==> src/rtl/axi_rd_arbiter.sv <==
// axi_rd_arbiter: round-robin AR arbiter with per-requester outstanding limit
// and rid-based read-beat routing for the shared AXI read master port.
module axi_rd_arbiter #(
    parameter int NREQ    = 4,
    parameter int IW      = 2,
    parameter int MAX_OUT = 4
) (
    input  logic              clk,
    input  logic              rst,
    input  logic [NREQ-1:0]   req_arvalid,
    output logic [NREQ-1:0]   req_arready,
    input  logic [NREQ*64-1:0] req_araddr,
    input  logic [NREQ*8-1:0] req_arlen,
    output logic [15:0]       arid_m,
    output logic [63:0]       araddr_m,
    output logic [7:0]        arlen_m,
    output logic [2:0]        arsize_m,
    output logic              arvalid_m,
    input  logic              arready_m,
    input  logic [15:0]       rid_m,
    input  logic [511:0]      rdata_m,
    input  logic              rlast_m,
    input  logic              rvalid_m,
    output logic              rready_m,
    output logic [NREQ-1:0]   req_rvalid,
    output logic [511:0]      req_rdata,
    output logic              req_rlast,
    input  logic [NREQ-1:0]   req_rready,
    output logic              busy,
    output logic              rid_err
);

    localparam int CW = $clog2(MAX_OUT + 1);

    typedef enum logic {
        IDLE,
        ISSUE
    } state_t;

    state_t          state_q, state_d;
    logic [IW-1:0]   ptr_q, ptr_d;
    logic [IW-1:0]   arid_q, arid_d;
    logic [63:0]     araddr_q, araddr_d;
    logic [7:0]      arlen_q, arlen_d;
    logic            arvalid_q, arvalid_d;
    logic            rid_err_q, rid_err_d;
    logic [CW-1:0]   cnt_q [NREQ];
    logic [CW-1:0]   cnt_d [NREQ];

    logic [NREQ-1:0] elig;
    logic [NREQ-1:0] gnt_oh;
    logic [IW-1:0]   gnt_idx;
    logic            gnt_found;
    logic            ar_acc;
    logic [IW-1:0]   rk;
    logic            rk_ok;
    logic            r_fire_last;
    logic            unused_rid;

    assign rk          = rid_m[IW-1:0];
    assign rk_ok       = int'(rk) < NREQ;
    assign unused_rid  = ^rid_m;
    assign r_fire_last = rvalid_m && rready_m && rlast_m && rk_ok;

    assign arid_m    = {{(16 - IW){1'b0}}, arid_q};
    assign araddr_m  = araddr_q;
    assign arlen_m   = arlen_q;
    assign arsize_m  = 3'b110;
    assign arvalid_m = arvalid_q;
    assign rid_err   = rid_err_q;
    assign req_rdata = rdata_m;
    assign req_rlast = rlast_m;
    assign req_arready = rst ? '0 : gnt_oh;

    // Requesters below their outstanding-burst limit may compete.
    always_comb begin
        elig = '0;
        for (int i = 0; i < NREQ; i++) begin
            elig[i] = req_arvalid[i] && (cnt_q[i] < CW'(MAX_OUT));
        end
    end

    // Round-robin search: first eligible index at or after the pointer.
    always_comb begin
        int idx;
        gnt_found = 1'b0;
        gnt_idx   = '0;
        idx       = 0;
        for (int off = 0; off < NREQ; off++) begin
            idx = int'(ptr_q) + off;
            if (idx >= NREQ) begin
                idx = idx - NREQ;
            end
            if (!gnt_found && elig[idx]) begin
                gnt_found = 1'b1;
                gnt_idx   = IW'(idx);
            end
        end
    end

    // AR FSM next state: grant in IDLE, hold the request stable in ISSUE.
    always_comb begin
        state_d   = state_q;
        ptr_d     = ptr_q;
        arid_d    = arid_q;
        araddr_d  = araddr_q;
        arlen_d   = arlen_q;
        arvalid_d = arvalid_q;
        gnt_oh    = '0;
        ar_acc    = 1'b0;
        unique case (state_q)
            IDLE: begin
                if (gnt_found) begin
                    for (int i = 0; i < NREQ; i++) begin
                        gnt_oh[i] = (gnt_idx == IW'(i));
                    end
                    araddr_d  = req_araddr[64*int'(gnt_idx) +: 64];
                    arlen_d   = req_arlen[8*int'(gnt_idx) +: 8];
                    arid_d    = gnt_idx;
                    arvalid_d = 1'b1;
                    if (int'(gnt_idx) == NREQ - 1) begin
                        ptr_d = '0;
                    end else begin
                        ptr_d = gnt_idx + 1'b1;
                    end
                    state_d = ISSUE;
                end
            end
            ISSUE: begin
                if (arvalid_q && arready_m) begin
                    arvalid_d = 1'b0;
                    ar_acc    = 1'b1;
                    state_d   = IDLE;
                end
            end
            default: begin
                state_d = IDLE;
            end
        endcase
    end

    // Read beat routing by rid; unknown ids are drained and flagged.
    always_comb begin
        req_rvalid = '0;
        rready_m   = 1'b1;
        rid_err_d  = rid_err_q;
        if (rk_ok) begin
            for (int i = 0; i < NREQ; i++) begin
                if (rk == IW'(i)) begin
                    req_rvalid[i] = rvalid_m;
                    rready_m      = req_rready[i];
                end
            end
        end else if (rvalid_m) begin
            rid_err_d = 1'b1;
        end
    end

    // Outstanding counters: simultaneous issue and completion cancel out.
    always_comb begin
        busy = arvalid_q;
        for (int i = 0; i < NREQ; i++) begin
            logic inc;
            logic dec;
            inc = ar_acc && (arid_q == IW'(i));
            dec = r_fire_last && (rk == IW'(i));
            cnt_d[i] = cnt_q[i];
            if (inc && !dec) begin
                cnt_d[i] = cnt_q[i] + 1'b1;
            end else if (dec && !inc && cnt_q[i] != '0) begin
                cnt_d[i] = cnt_q[i] - 1'b1;
            end
            if (cnt_q[i] != '0) begin
                busy = 1'b1;
            end
        end
    end

    // State, address register and sticky error flag.
    always_ff @(posedge clk or posedge rst) begin
        if (rst) begin
            state_q   <= IDLE;
            ptr_q     <= '0;
            arid_q    <= '0;
            araddr_q  <= '0;
            arlen_q   <= '0;
            arvalid_q <= 1'b0;
            rid_err_q <= 1'b0;
        end else begin
            state_q   <= state_d;
            ptr_q     <= ptr_d;
            arid_q    <= arid_d;
            araddr_q  <= araddr_d;
            arlen_q   <= arlen_d;
            arvalid_q <= arvalid_d;
            rid_err_q <= rid_err_d;
        end
    end

    // Per-requester outstanding-burst counters.
    always_ff @(posedge clk or posedge rst) begin
        if (rst) begin
            for (int i = 0; i < NREQ; i++) begin
                cnt_q[i] <= '0;
            end
        end else begin
            for (int i = 0; i < NREQ; i++) begin
                cnt_q[i] <= cnt_d[i];
            end
        end
    end

endmodule

==> config.mk <==
export PLATFORM = sky130hd
export DESIGN_NAME = axi_rd_arbiter
export DESIGN_NICKNAME = d
export VERILOG_FILES = /design/src/rtl/axi_rd_arbiter.sv
export SDC_FILE = /design/constraint.sdc
export NUM_CORES = 1
export LEC_CHECK = 0
export ABC_CLOCK_PERIOD_IN_PS = 3400
export CAP_MARGIN = 20
export CORE_AREA = 2 2 564 566
export DETAILED_ROUTE_END_ITERATION = 10
export DIE_AREA = 0 0 566 568
export HOLD_SLACK_MARGIN = 0.12
export MAX_ROUTING_LAYER = met4
export PLACE_DENSITY = 0.3
export REMOVE_ABC_BUFFERS = 1
export SYNTH_ARGS = -nofsm -noshare
export SYNTH_HDL_FRONTEND = slang
export SYNTH_SLANG_ARGS = --single-unit
==> constraint.sdc <==
create_clock -name clk -period 3.4 [get_ports clk]
set_input_delay 0.68 -clock clk [delete_from_list [all_inputs] [get_ports clk]]
set_output_delay 0.68 -clock clk [all_outputs]
set_load 0.02 [all_outputs]
== Word-level counts from Yosys, hierarchy flattened ==
Index checks and enable logic that the tools add are counted.

* Bits in registers: 90

* Shifts and indexed selects: 2
* Eq/ne operators: 12
* Magnitude comparators: 12
* Reduce and logical (&&, ||, !) cells: 54
* Bitwise operators: 1
* Muxes and demuxes: 56
* $add $sub $neg: 16

{| class="wikitable"
|+ Operators with widths
! kind !! number
|-
| $shiftx A256 B9 Y64 || 1
|-
| $lt A32 B4 Y1 const B || 4
|-
| $mux W32 || 4
|-
| $shiftx A32 B6 Y8 || 1
|-
| $logic_and A1 B1 Y1 || 30
|-
| $mux W1 || 30
|-
| $mux W3 || 8
|-
| $add A3 B1 Y3 const B || 4
|-
| $eq A2 B2 Y1 const B || 6
|-
| $lt A3 B3 Y1 const B || 4
|-
| $mux W4 || 3
|-
| $reduce_bool A3 Y1 || 4
|-
| $sub A3 B1 Y3 const B || 4
|-
| $sub A3 B3 Y4 const B || 3
|-
| $logic_not A1 Y1 || 11
|-
| $mux W2 || 5
|-
| $ge A3 B3 Y1 const B || 3
|-
| $bmux W1 S2 || 4
|-
| $eq A2 B1 Y1 const B || 4
|-
| $reduce_bool A2 Y1 || 4
|-
| $add A2 B2 Y3 const B || 2
|-
| $logic_not A2 Y1 || 3
|-
| $pmux W1 S2 || 2
|-
| $reduce_and A2 Y1 || 2
|-
| other kinds (7) || 7
|}

== Depth between registers and ports, before layout ==
Gate-level depths: netlist of the first run.

* Word-level depth: 19
* Gate-level depth with buffers: 9
* Depth with buffers taken out: 7

== Worst setup path before layout of the first run ==
Ideal clock, no wire load.

* Path kind: input port to output port
* Start point: input rst
* End point: output req_arready[0]
* Arrival time: 3.097 ns
* Data required time: 2.720 ns
* Path buffers: 0
* Slack: -0.377 ns
* Stages on the path: 2
* Path through: inv_1 > and3_1

* Word-level cells in the longest chain between the ends: 1

{| class="wikitable"
|+ RTL lines
! item !! line !! text
|-
| start: declaration || 9 || <nowiki>input logic rst,</nowiki>
|-
| $mux W4 || 73 || <nowiki>assign req_arready = rst ? '0 : gnt_oh;</nowiki>
|-
| end: declaration || 11 || <nowiki>output logic [NREQ-1:0] req_arready,</nowiki>
|}

No other way between the ends.

== Final worst setup path of the first run ==
* Start point: input req_arvalid[0]
* End point: output req_arready[2]

* Word-level cells in the longest chain between the ends: 18

{| class="wikitable"
|+ RTL lines
! item !! line !! text
|-
| start: declaration || 10 || <nowiki>input logic [NREQ-1:0] req_arvalid,</nowiki>
|-
| $logic_and A1 B1 Y1 * || 79 || <nowiki>elig[i] = req_arvalid[i] && (cnt_q[i] < CW'(MAX_OUT));</nowiki>
|-
| $bmux W1 S2 || 94 || <nowiki>if (!gnt_found && elig[idx]) begin</nowiki>
|-
| $mux W1 (not written as such) (2 in a row) || 94 ||
|-
| $mux W1 || 94 ||
|-
| $logic_not A1 Y1 || 94 ||
|-
| $logic_and A1 B1 Y1 || 94 ||
|-
| $mux W1 || 94 ||
|-
| $logic_not A1 Y1 || 94 ||
|-
| [2 not listed] || n/a ||
|-
| $logic_not A1 Y1 || 94 ||
|-
| $logic_and A1 B1 Y1 || 94 ||
|-
| $mux W2 * || 94 ||
|-
| named net gnt_idx[1] || 52 || <nowiki>logic [IW-1:0] gnt_idx;</nowiki>
|-
| $eq A2 B2 Y1 * || 115 || <nowiki>gnt_oh[i] = (gnt_idx == IW'(i));</nowiki>
|-
| $mux W4 * || 113 || <nowiki>if (gnt_found) begin</nowiki>
|-
| $mux W4 * || 111 || <nowiki>unique case (state_q)</nowiki>
|-
| $mux W4 * || 73 ||
|}

Mark *: on every way through the listed nets, which the timed path passes. The rest lies on a longest branch. The select of a mux whose other input is x is not followed.

==> flow_summary.yaml, run 1 <==
clock_tree:
  clk_latency_ps: 450
  cts_made_buffers: 9
  postCtsSetupBuffers: 0
  clk_pin_slew_ps: 100
  cts_hold_buf: 0
  cts.htree.levels: 3
  clk_path_buf_depth: 2
  cts_tree: "yes"
  clockRootBuffer: "clkbuf_16"
  clock_sinks: 90
grt:
  grt_usage_pct: 24.5
  busiest_layer: "met2"
  grtUsageMet2_pct: 43.7
  grt_pass1_wl_um: 419000
  grt_max_degree: 77
  overflow: 0
  grt_use_met3_pct: 37.7
  antenna_found_initial: 31
  grt_pass1_vias: 9548
  met1_usage_pct: 9.22
synthesis:
  synth.distinct_cells: 50
  syn-cell-area_mm2: 0.0109
  syn_area_per_cell_um2: 8.75
  synth-seq-cells: 90
  synth_seq_area_share_pct: 20.7
  synth_edf_count: 0
  synth_cells: 1245
  ys_async_sr_fraction_pct: 100
  synth_ff_type: "dfrtp_1"
  synthTopCellsByArea: "buf_4, dfrtp_1, a211oi_2, mux2i_1, o21ai_0"
  synth_top_area_share_pct: 36.7
  synthTopCellsByCount: "buf_4, a211oi_2, dfrtp_1"
  ys_warn_count: 0
  synth.most_common_cell: "buf_4"
  synth_top_area_cell: "buf_4"
finish:
  drive_gt1_share_pct: 19.0
  synthToLayoutAreaGrowth_pct: 53.1
  fin_util_pct: 5.27
  nFillCells: 37300
  final_net_count: 1966
  final_area_mm2: 0.0167
floorplan:
  pin_count: 1445
  core_area_mm2: 0.316
  design.die.area_mm2: 0.321
  row_count: 207
  die_x_um: 566
  fp.dieH_um: 568
  start_util_pct: 3.44
detailed_routing:
  viasPerCell: 2.22
  first_pass_iters: 4
  drc_errors: 0
  routed_wl_um: 394000
  drtIter0Drc: 1234
  route.antenna.remaining_nets: 0
  wire_per_inst_um: 73.9
  vias: 11800
min_path:
  hold_path_end: "cnt_q[5]$_DFFE_PP0P_"
  hp-start: "cnt_q[5]$_DFFE_PP0P_"
  hold_class: "reg2reg"
  hold_depth: 1
sta:
  drv_slew: 0
  relSlewSlack_pct: 31.8
  setup_viol_count_final: 0
  fmax_mhz: 303
  worst_pin_slew_ps: 1020
  grt_setup_unrepaired: "no"
  fin_skew_ps: 23.1
  fin_crit_sh_pct: 97.2
  fin_crit_ps: 3300
  hold_viol_final: 0
setup_path:
  crit_path_start_kind: "input pin"
  crit_type: "in2out"
  r2r_cells: 10
  worstPathArrival_ps: 2620
  critPathCaptureType: "output port"
  crit_required_ps: 2720
  rrSetupSlack_ps: 620
  cp_max_fo: 4
  reg2reg_to: "araddr_m[38]$_DFFE_PP0P_"
  r2r_start: "cnt_q[11]$_DFFE_PP0P_"
outcome:
  outcome: "finished clean"
pwr:
  p_sw_uw: 6080
  clkPwrFrac_pct: 12.4
  internal_power_uw: 5010
  ir_worst_vdd_uv: 359
  p_leak_uw: 0.00458
  switching_share_pct: 54.8
  p_seq_share_pct: 18.4
  p_per_area_mw_per_mm2: 665
  combPwrFrac_pct: 69.1
placed_design:
  gp_congestion: 1.29
  place_area_mm2: 0.0163
  io_buffers: 388
  dp_hpwl_um: 373000
flow_run:
  maxCapViolations: 0
-- worst max path at each step --
| stage | endpoint | start | cells past startpoint |
|---|---|---|---|
| 6_report | req_arready[2] | req_arvalid[0] | 8 |
| 2_1_floorplan | req_arready[0] | req_arvalid[1] | 6 |
| 5_1_grt | req_arready[0] | req_arvalid[0] | 9 |
| 3_3_place_gp | req_arready[2] | req_arvalid[2] | 8 |
| 4_1_cts | req_arready[3] | req_arvalid[2] | 8 |
| 3_5_place_dp | req_arready[2] | req_arvalid[2] | 8 |
-- cells by family (layout without fill, tap and decap cells) --
| group | after synthesis | count (layout) | share of synthesized area, % |
|---|---|---|---|
| compound gates | 322 | 322 | 24.1 |
| other cells | 2 | 33 | 0.0689 |
| buf+inv | 607 | 480 | 40.6 |
| xor+xnor | 4 | 4 | 0.322 |
| fa+ha+maj | 8 | 8 | 1.19 |
| mux | 77 | 77 | 7.24 |
| flops | 90 | 90 | 20.7 |
| simple gates | 135 | 135 | 5.81 |
-- metal layers --
metal	wire length, µm	part of all wire (%)	vias to the layer above
met1	56200	14	5373
met2	203000	52	2818
met3	130000	33	87
met5	0	0	-
met4	4420	1.1	0
li1	-	-	3534
-- layout by cell type, fill, tap and decap left out, types with 5 or more instances in the layout --
cell and n:
clkdlybuf4s50_1 372, a211oi_2 103, dfrtp_1 90, nor2_1 84, o21ai_0 75, mux2i_1 72
a21oi_1 72, buf_4 71, a211oi_1 44, conb_1 18, diode_2 15, buf_12 11
clkbuf_16 9, nand3_1 7, nand2_1 7, nand4_1 6, o21ai_1 6, and3_1 6
o211ai_1 5, nor3_1 5
-- critical path: stages --
cell and delay (ps):
clkdlybuf4s50_1 450, nor3b_1 180, a221o_1 350, or2_4 270, inv_1 90, ha_1 150
and3_1 160, clkdlybuf4s15_1 310
-- state kept, by name, indices dropped and copies added, names as in the netlist --
signal / cells
araddr_m: 64
arid_q: 2
arlen_m: 8
arvalid_m: 1
cnt_q: 12
ptr_q: 2
state_q: 1
-- power by group through the flow --
stage | registers [µW] | clock network [µW] | logic, µW
global placement | 2060 | 0 | 8040
global route | 2130 | 1500 | 8200
finish | 2040 | 1380 | 7660
floorplan | 2510 | 0 | 3000
CTS | 2060 | 1490 | 8070
detailed placement | 2070 | 0 | 8050
-- area by class of cell --
class,instances,area (µm²),share of cell area (%)
sequential,90,2250,13.5
antenna,15,37.5,0.225
multi-input combinational,564,4290,25.7
clock buffer,9,225,1.35
clock inverter,7,95.1,0.570
tap,4180,5230,31.4
inverter,6,35.0,0.210
timing repair buffer,458,4510,27.0
-- what timing repair did --
item                                    CTS  global route
resized for setup                         4             3
endpoints found under the setup margin    4             2
hold endpoints to repair                  0             0
-- stage by stage --
stage                     hold WS, ps  TNS, ps  worst slack (ps)  cells  power [µW]
after CTS                         554        0              52.7   5314       11600
after floorplan                   467  -132990             -2400    660        5510
after global placement            527    -2650              -290   5298       10100
after detailed placement          531    -2610              -195   5298       10100
after global routing              579        0              3.42   5323       11800
final                             556        0              95.5   5329       11100
(Power assumes the default switching activity.)
==> run 2: changes to the inputs <==
HOLD_SLACK_MARGIN = not set   (was 0.12)
==> results of run 2 <==
The final DEF is identical to that of run 1; final timing and power are the same.
